**src/rtl/mem_port_arbiter.sv**
```systemverilog
// rtl/mem_port_arbiter.sv - IF/MEM shared memory bus arbiter with starvation guard
// Optional perf counters when MEM_ARB_PERF_EN is defined.
module mem_port_arbiter #(
    parameter int ADDR_W     = 64,
    parameter int DATA_W     = 64,
    parameter int STARVE_MAX = 4
) (
    input  logic                clk,
    input  logic                rst,
    input  logic                if_req,
    input  logic [ADDR_W-1:0]   if_addr,
    output logic                if_gnt,
    output logic                if_rvalid,
    output logic [DATA_W-1:0]   if_rdata,
    input  logic                mem_req,
    input  logic                mem_we,
    input  logic [ADDR_W-1:0]   mem_addr,
    input  logic [DATA_W-1:0]   mem_wdata,
    input  logic [DATA_W/8-1:0] mem_wmask,
    output logic                mem_gnt,
    output logic                mem_rvalid,
    output logic [DATA_W-1:0]   mem_rdata,
    output logic                bus_req,
    output logic                bus_we,
    output logic [ADDR_W-1:0]   bus_addr,
    output logic [DATA_W-1:0]   bus_wdata,
    output logic [DATA_W/8-1:0] bus_wmask,
    input  logic                bus_ready,
    input  logic                bus_rvalid,
    input  logic [DATA_W-1:0]   bus_rdata,
    output logic                stall_if,
    output logic                stall_mem
`ifdef MEM_ARB_PERF_EN
    ,
    output logic [31:0]         perf_if_grants,
    output logic [31:0]         perf_mem_grants,
    output logic [31:0]         perf_conflicts
`endif
);

    localparam int CNT_W = $clog2(STARVE_MAX + 1);

    typedef enum logic [1:0] {IDLE, ISSUE, WAIT} state_t;
    typedef enum logic [1:0] {OWN_NONE, OWN_IF, OWN_MEM} owner_t;

    state_t             state, nextState;
    owner_t             owner;
    logic [CNT_W-1:0]   starveCnt;
    logic               starveFull;
    logic               grantIf, grantMem;
    logic               respValid;

    assign starveFull = (starveCnt == CNT_W'(STARVE_MAX));

    always_comb begin
        nextState = state;
        grantIf   = 1'b0;
        grantMem  = 1'b0;
        case (state)
            IDLE: begin
                if (mem_req && !(if_req && starveFull)) begin
                    grantMem  = 1'b1;
                    nextState = ISSUE;
                end else if (if_req) begin
                    grantIf   = 1'b1;
                    nextState = ISSUE;
                end
            end
            ISSUE: begin
                if (bus_ready) begin
                    nextState = bus_rvalid ? IDLE : WAIT;
                end
            end
            WAIT: begin
                if (bus_rvalid) begin
                    nextState = IDLE;
                end
            end
            default: nextState = IDLE;
        endcase
    end

    // A response only counts once the memory has accepted the request.
    assign respValid  = bus_rvalid && ((state == ISSUE && bus_ready) || state == WAIT);
    assign if_gnt     = grantIf;
    assign mem_gnt    = grantMem;
    assign if_rvalid  = respValid && (owner == OWN_IF);
    assign mem_rvalid = respValid && (owner == OWN_MEM);
    assign if_rdata   = if_rvalid  ? bus_rdata : '0;
    assign mem_rdata  = mem_rvalid ? bus_rdata : '0;
    assign bus_req    = (state == ISSUE);
    assign stall_if   = if_req  && !if_rvalid;
    assign stall_mem  = mem_req && !mem_rvalid;

    always_ff @(posedge clk or negedge rst) begin
        if (!rst) begin
            state     <= IDLE;
            owner     <= OWN_NONE;
            bus_we    <= 1'b0;
            bus_addr  <= '0;
            bus_wdata <= '0;
            bus_wmask <= '0;
        end else begin
            state <= nextState;
            if (grantMem) begin
                owner     <= OWN_MEM;
                bus_we    <= mem_we;
                bus_addr  <= mem_addr;
                bus_wdata <= mem_wdata;
                bus_wmask <= mem_wmask;
            end else if (grantIf) begin
                owner     <= OWN_IF;
                bus_we    <= 1'b0;
                bus_addr  <= if_addr;
                bus_wdata <= '0;
                bus_wmask <= '0;
            end else if (state != IDLE && nextState == IDLE) begin
                owner <= OWN_NONE;
            end
        end
    end

    always_ff @(posedge clk or negedge rst) begin
        if (!rst) begin
            starveCnt <= '0;
        end else if (grantIf) begin
            starveCnt <= '0;
        end else if (grantMem && if_req && !starveFull) begin
            starveCnt <= starveCnt + 1'b1;
        end
    end

`ifdef MEM_ARB_PERF_EN
    always_ff @(posedge clk or negedge rst) begin
        if (!rst) begin
            perf_if_grants  <= '0;
            perf_mem_grants <= '0;
            perf_conflicts  <= '0;
        end else begin
            if (grantIf)  perf_if_grants  <= perf_if_grants + 32'd1;
            if (grantMem) perf_mem_grants <= perf_mem_grants + 32'd1;
            if (state == IDLE && if_req && mem_req) perf_conflicts <= perf_conflicts + 32'd1;
        end
    end
`endif

    // Protocol checks: stray responses and requests withdrawn before their grant.
    a_stray_rvalid: assert property (@(posedge clk) disable iff (!rst)
        !(bus_rvalid && !respValid));
    a_if_req_held: assert property (@(posedge clk) disable iff (!rst)
        (if_req && !if_gnt) |=> if_req);
    a_mem_req_held: assert property (@(posedge clk) disable iff (!rst)
        (mem_req && !mem_gnt) |=> mem_req);

endmodule
```
**config.mk**
```make
export PLATFORM = sky130hd
export DESIGN_NAME = mem_port_arbiter
export DESIGN_NICKNAME = d
export VERILOG_FILES = /design/src/rtl/mem_port_arbiter.sv
export SDC_FILE = /design/constraint.sdc
export NUM_CORES = 1
export LEC_CHECK = 0
export CAP_MARGIN = 20
export CORE_AREA = 2 2 212 214
export DETAILED_ROUTE_END_ITERATION = 6
export DIE_AREA = 0 0 214 216
export PLACE_DENSITY_LB_ADDON = 0.1
export SYNTH_ARGS = -nofsm -noshare
export SYNTH_HDL_FRONTEND = slang
export SYNTH_SLANG_ARGS = --single-unit
```
**constraint.sdc**
```tcl
create_clock -name clk -period 3.8 [get_ports clk]
set_input_delay 0.38 -clock clk [delete_from_list [all_inputs] [get_ports clk]]
set_output_delay 0.38 -clock clk [all_outputs]
set_load 0.005 [all_outputs]
```
Word-level counts from Yosys, hierarchy flattened
Index checks and enable logic that the tools add are counted.
{"block": "op_classes", "n_addsub": 1, "eq_ne": 5, "muxes": 26, "n_reduce_logical": 22}
{"operator": "two-way mux 64 bit", "count": 6}
{"operator": "two-way mux 2 bit", "count": 8}
{"operator": "two-way mux 8 bit", "count": 2}
{"operator": "logical AND 1 bit", "count": 11}
{"operator": "two-way mux 1 bit", "count": 7}
{"operator": "two-way mux 3 bit", "count": 2}
{"operator": "case mux 2 bit (3 select lines)", "count": 1}
{"operator": "nonzero test 2 bit", "count": 3}
{"operator": "equality test 2 x 1 -> 1 bit (second input constant)", "count": 2}
{"operator": "equality test 2 bit (second input constant)", "count": 2}
{"operator": "logical NOT 1 bit", "count": 4}
{"operator": "logical NOT 2 bit", "count": 2}
{"operator": "adder 3 x 1 -> 3 bit (second input constant)", "count": 1}
{"operator": "equality test 3 bit (second input constant)", "count": 1}
{"operator": "nonzero test 3 bit", "count": 1}
{"operator": "logical OR 1 bit", "count": 1}
{"block": "totals", "ff_bits": 144, "input_bits": 271, "out_inout_bits": 272}

Logic depth before layout (Yosys ltp)
{"block": "logic_depth", "ltp_word": 11, "depth_mapped": 8, "ltp_nobuf": 6}

Worst setup path before layout
OpenSTA, ideal clock, no wires.
{"block": "synth_path", "kind": "register to output", "from": "register state[1]", "to": "output mem_rdata[51]", "t_arrival_ps": 1278, "required_time_ps": 3420, "slack_ps": 2142, "stages_incl_launch_ff": 6, "path_cell_list": "dfrtp_1 > nand3b_1 > a21boi_2 > buf_6 > buf_4 > and3_1"}
{"block": "synth_between", "elab_chain_len": 6}
{"element": "from (decl)", "line_no": "46", "text": "state_t state, nextState;"}
{"element": "from (signal assigned)", "line_no": "104", "text": "state <= nextState;"}
{"element": "equality test 2 x 1 -> 1 bit", "line_no": "84", "text": "assign respValid = bus_rvalid && ((state == ISSUE && bus_ready) || state == WAIT);"}
{"element": "logical AND 1 bit", "line_no": "84"}
{"element": "logical OR 1 bit (*)", "line_no": "84"}
{"element": "logical AND 1 bit (*)", "line_no": "84"}
{"element": "logical AND 1 bit (*)", "line_no": "88", "text": "assign mem_rvalid = respValid && (owner == OWN_MEM);"}
{"element": "two-way mux 64 bit (*)", "line_no": "90", "text": "assign mem_rdata = mem_rvalid ? bus_rdata : '0;"}
{"element": "to (decl)", "line_no": "22", "text": "output logic [DATA_W-1:0] mem_rdata,"}
Every way passes the cells marked *; elsewhere a longest branch is shown, timed or not.

Worst setup path in the final report
{"block": "layout_path", "from": "register state[1]", "to": "output if_rdata[56]"}
{"block": "layout_between", "elab_chain_len": 6}
{"element": "equality test 2 x 1 -> 1 bit", "line_no": "84"}
{"element": "logical AND 1 bit", "line_no": "84"}
{"element": "logical OR 1 bit (*)", "line_no": "84"}
{"element": "logical AND 1 bit (*)", "line_no": "84"}
{"element": "logical AND 1 bit (*)", "line_no": "87", "text": "assign if_rvalid = respValid && (owner == OWN_IF);"}
{"element": "two-way mux 64 bit (*)", "line_no": "89", "text": "assign if_rdata = if_rvalid ? bus_rdata : '0;"}
{"element": "to (decl)", "line_no": "14", "text": "output logic [DATA_W-1:0] if_rdata,"}
Marked as above.

==> results.ini <==
[clock_network]
numCtsBuffers = 17
cts_repair_resize_count = 0
cts_max_path_buffers = 2
cts_root_buffer = clkbuf_16
h-tree-depth = 4
clkSlewWorstSetupHoldPaths_ns = 0.06
clkSinkCount = 144
clk_latency_ns = 0.43
clock_tree_from_tritoncts = yes

[critical_path]
worst_path_largest_cell_delay_ns = 0.58
cp_num_cells = 5
startpoint_type = register
crit_buf_inv = 2
cp_slowest_cell = clkdlybuf4s50_1
timing_worst_setup_path_type = reg -> out
cp.arrival_ns = 2.80
critical_path.max_fanout = 114
worst_setup_path_end_kind = primary output
ff2ff_path_depth = 6
critical_path_required_ns = 3.42
category_of_cells_accounting_for_the_largest_share_of_critical_path_delay = buffers and inverters
critical_path.cell_chain = nand3b_1 -> a21boi_4 -> buf_12 -> and3_1 -> clkdlybuf4s50_1

[yosys]
synthArstFlopShare_pct = 100
synth_edf_count = 0
synthesis.yosys.warnings = 0
synth.net_count = 857
ys_ff_latch = 144
synth_instances = 584
synth.top_cells.by_area = dfrtp_1 53%, and3_1 12%, o221a_2 11%
synth_sequential_area_ratio_pct = 52.6
synth_flop_cell = dfrtp_1
synth.top_cell.area_share_pct = 52.6
netlist_area_um2 = 6850
netlist-cell-type-count = 29
synth_top_cells_by_count = 144 x dfrtp_1, 128 x and3_1, 73 x a22o_1
yosys.area.top_type = dfrtp_1
synth.avg_cell_area_um2 = 11.7
synthMostInstantiatedCell = dfrtp_1

[run]
maxCapViolations = 0

[detailed_routing]
wire_per_inst_um = 20.4
drt_pass1_iterations = 4
route.vias.total = 6993
first_iter_violations = 394
post_drt_via_cell_ratio = 4.14
route.antenna.remaining_nets = 0
drt-total-wl_mm = 34.4
drcViolationCount = 0

[floorplan]
top_level_pins = 543
die_height_um = 216
initial_utilization_pct = 15.6
design.die.area_um2 = 46200
core_area_um2 = 43800
dieWidth_um = 214
placement_rows = 77

[global_routing]
grt.total_usage_pct = 14.4
grt_remaining_overflow = 0
wire_length_of_the_first_global_routing_pass_mm = 50.5
antenna_found_initial = 3
grt_max_degree = 115
first_global_vias = 7342

[min_path]
hold_path_depth = 1
worstHoldPathType = reg -> reg

[power]
p_total_mw = 8.53
power_per_cell_area_nw_per_um2 = 635
power_leakage_nw = 5.60
vdd.ir_drop.worst_mv = 0.312

[sta]
timing.final.max_slew_violations = 0
rsz_0062_raised_after_global_routing = false
finalSetupViolCount = 0
maxClockFrequency_ghz = 0.315
clock_skew_ns = 0.00713
transition_time_at_the_pin_with_the_least_slew_margin_ns = 0.889
fin_worst_setup_slack_ns = 0.622
finalCritPeriodShare_pct = 83.6
setup_tns_ns = 0
final-hold-violation-count = 0
layout_min_cycle_time_ns = 3.18
timing.max_slew.rel_slack_pct = 40.8

[placement]
place_hpwl_mm = 24.5
place_ws_ns = 0.756
total_of_buffers_placed_on_input_and_output_ports = 542
postPlaceCellArea_um2 = 12800
routabilityCongestion = 0.807

[finish]
layout-drive-gt1-share_pct = 10.7
final_design_area_no_fill_um2 = 13400
syn2layout_area_growth_pct = 96.2
postLayoutCoreUtil_pct = 30.7
finish.net_count = 1357

[outcome]
outcome = finished clean

## routing by layer
metal / vias to the layer above / wire (um) / GRT usage [%] / part of all wire [%]
met4: 2 / 342 / 2.80 / 0.99
met5: - / 13 / 0 / 0.038
met3: 21 / 3530 / 7.22 / 10
li1: 3275 / - / - / -
met2: 283 / 15900 / 22.8 / 46
met1: 3412 / 14600 / 17.7 / 42
## through the flow
| stage | cells | hold slack (ns) |
|---|---|---|
| floorplan | 584 | 0.0844 |
| global placement | 1656 | 0.471 |
| detailed placement | 1656 | 0.463 |
| CTS | 1688 | 0.502 |
| global route | 1688 | 0.513 |
| finish | 1689 | 0.496 |
## cell usage in the layout (no fill, tap or decap)
cell type	instances
a21bo_2	1
a21boi_0	2
a21boi_4	1
a21oi_1	2
a22o_1	73
a41o_1	3
and2_1	3
and3_1	128
buf_12	3
buf_4	8
buf_6	1
bufinv_16	2
clkbuf_16	17
clkbuf_8	4
clkdlybuf4s50_1	541
clkinv_2	4
clkinvlp_4	4
dfrtp_1	144
diode_2	1
dlygate4sd3_1	1
ha_1	2
inv_1	4
inv_2	1
nand2b_1	2
nand3_1	2
nand3_2	1
nand3b_1	65
nand4_1	2
nor2_1	1
nor2b_4	2
nor3b_4	1
o21a_2	1
o21ai_0	4
o21ai_4	1
o221a_2	64
or3b_2	1
## where the power goes
| group | internal (mW) | total (mW) | leakage, nW | switching (mW) |
|---|---|---|---|---|
| logic | 2.41 | 4.12 | 3.59 | 1.71 |
| clock network | 1.03 | 1.71 | 0.283 | 0.686 |
| registers | 2.27 | 2.70 | 1.72 | 0.426 |
## cell families after synthesis
family	Yosys count	synth area share, %
DFF	144	52.6
adders and majority gates	2	0.365
AOI/OAI and AO/OA	152	21.4
and+or+nand+nor	208	20.2
buffers and inverters	78	5.37
## path summary, 6_finish.rpt
path	end	start	slack [ns]
worst max-delay path	if_rdata[56]	state[1]$_DFF_PN0_	0.62
worst min-delay path	bus_wmask[1]$_DFFE_PN0P_	bus_wmask[1]$_DFFE_PN0P_	0.50
worst max register to register	bus_addr[19]$_DFFE_PN0P_	starveCnt[0]$_DFFE_PN0P_	1.75
worst min register to register	bus_wmask[1]$_DFFE_PN0P_	bus_wmask[1]$_DFFE_PN0P_	0.50
max in group asynchronous	bus_addr[7]$_DFFE_PN0P_	rst	2.40
min in group asynchronous	bus_wdata[18]$_DFFE_PN0P_	rst	0.55
## registers in the layout (all words and copies together) (netlist names)
| signal | count |
|---|---|
| starveCnt | 3 |
| bus_wdata | 64 |
| owner | 2 |
| bus_addr | 64 |
| bus_we | 1 |
| bus_wmask | 8 |
| state | 2 |
## layout make-up
| type | count | area (um^2) |
|---|---|---|
| Inverter | 5 | 18.8 |
| Clock inverter | 10 | 110 |
| Fill cell | 4510 | 30400 |
| Sequential cell | 144 | 3600 |
| Tap cell | 592 | 741 |
| Clock buffer | 21 | 480 |
| Multi-Input combinational cell | 362 | 2930 |
| Timing Repair Buffer | 554 | 5560 |
| Antenna cell | 1 | 2.50 |
## what timing repair did
action,in CTS,in global routing
setup buffers,0,0
hold endpoints to repair,66,0
hold buffers,1,0
Note: power is estimated with default switching activity, not from simulation.
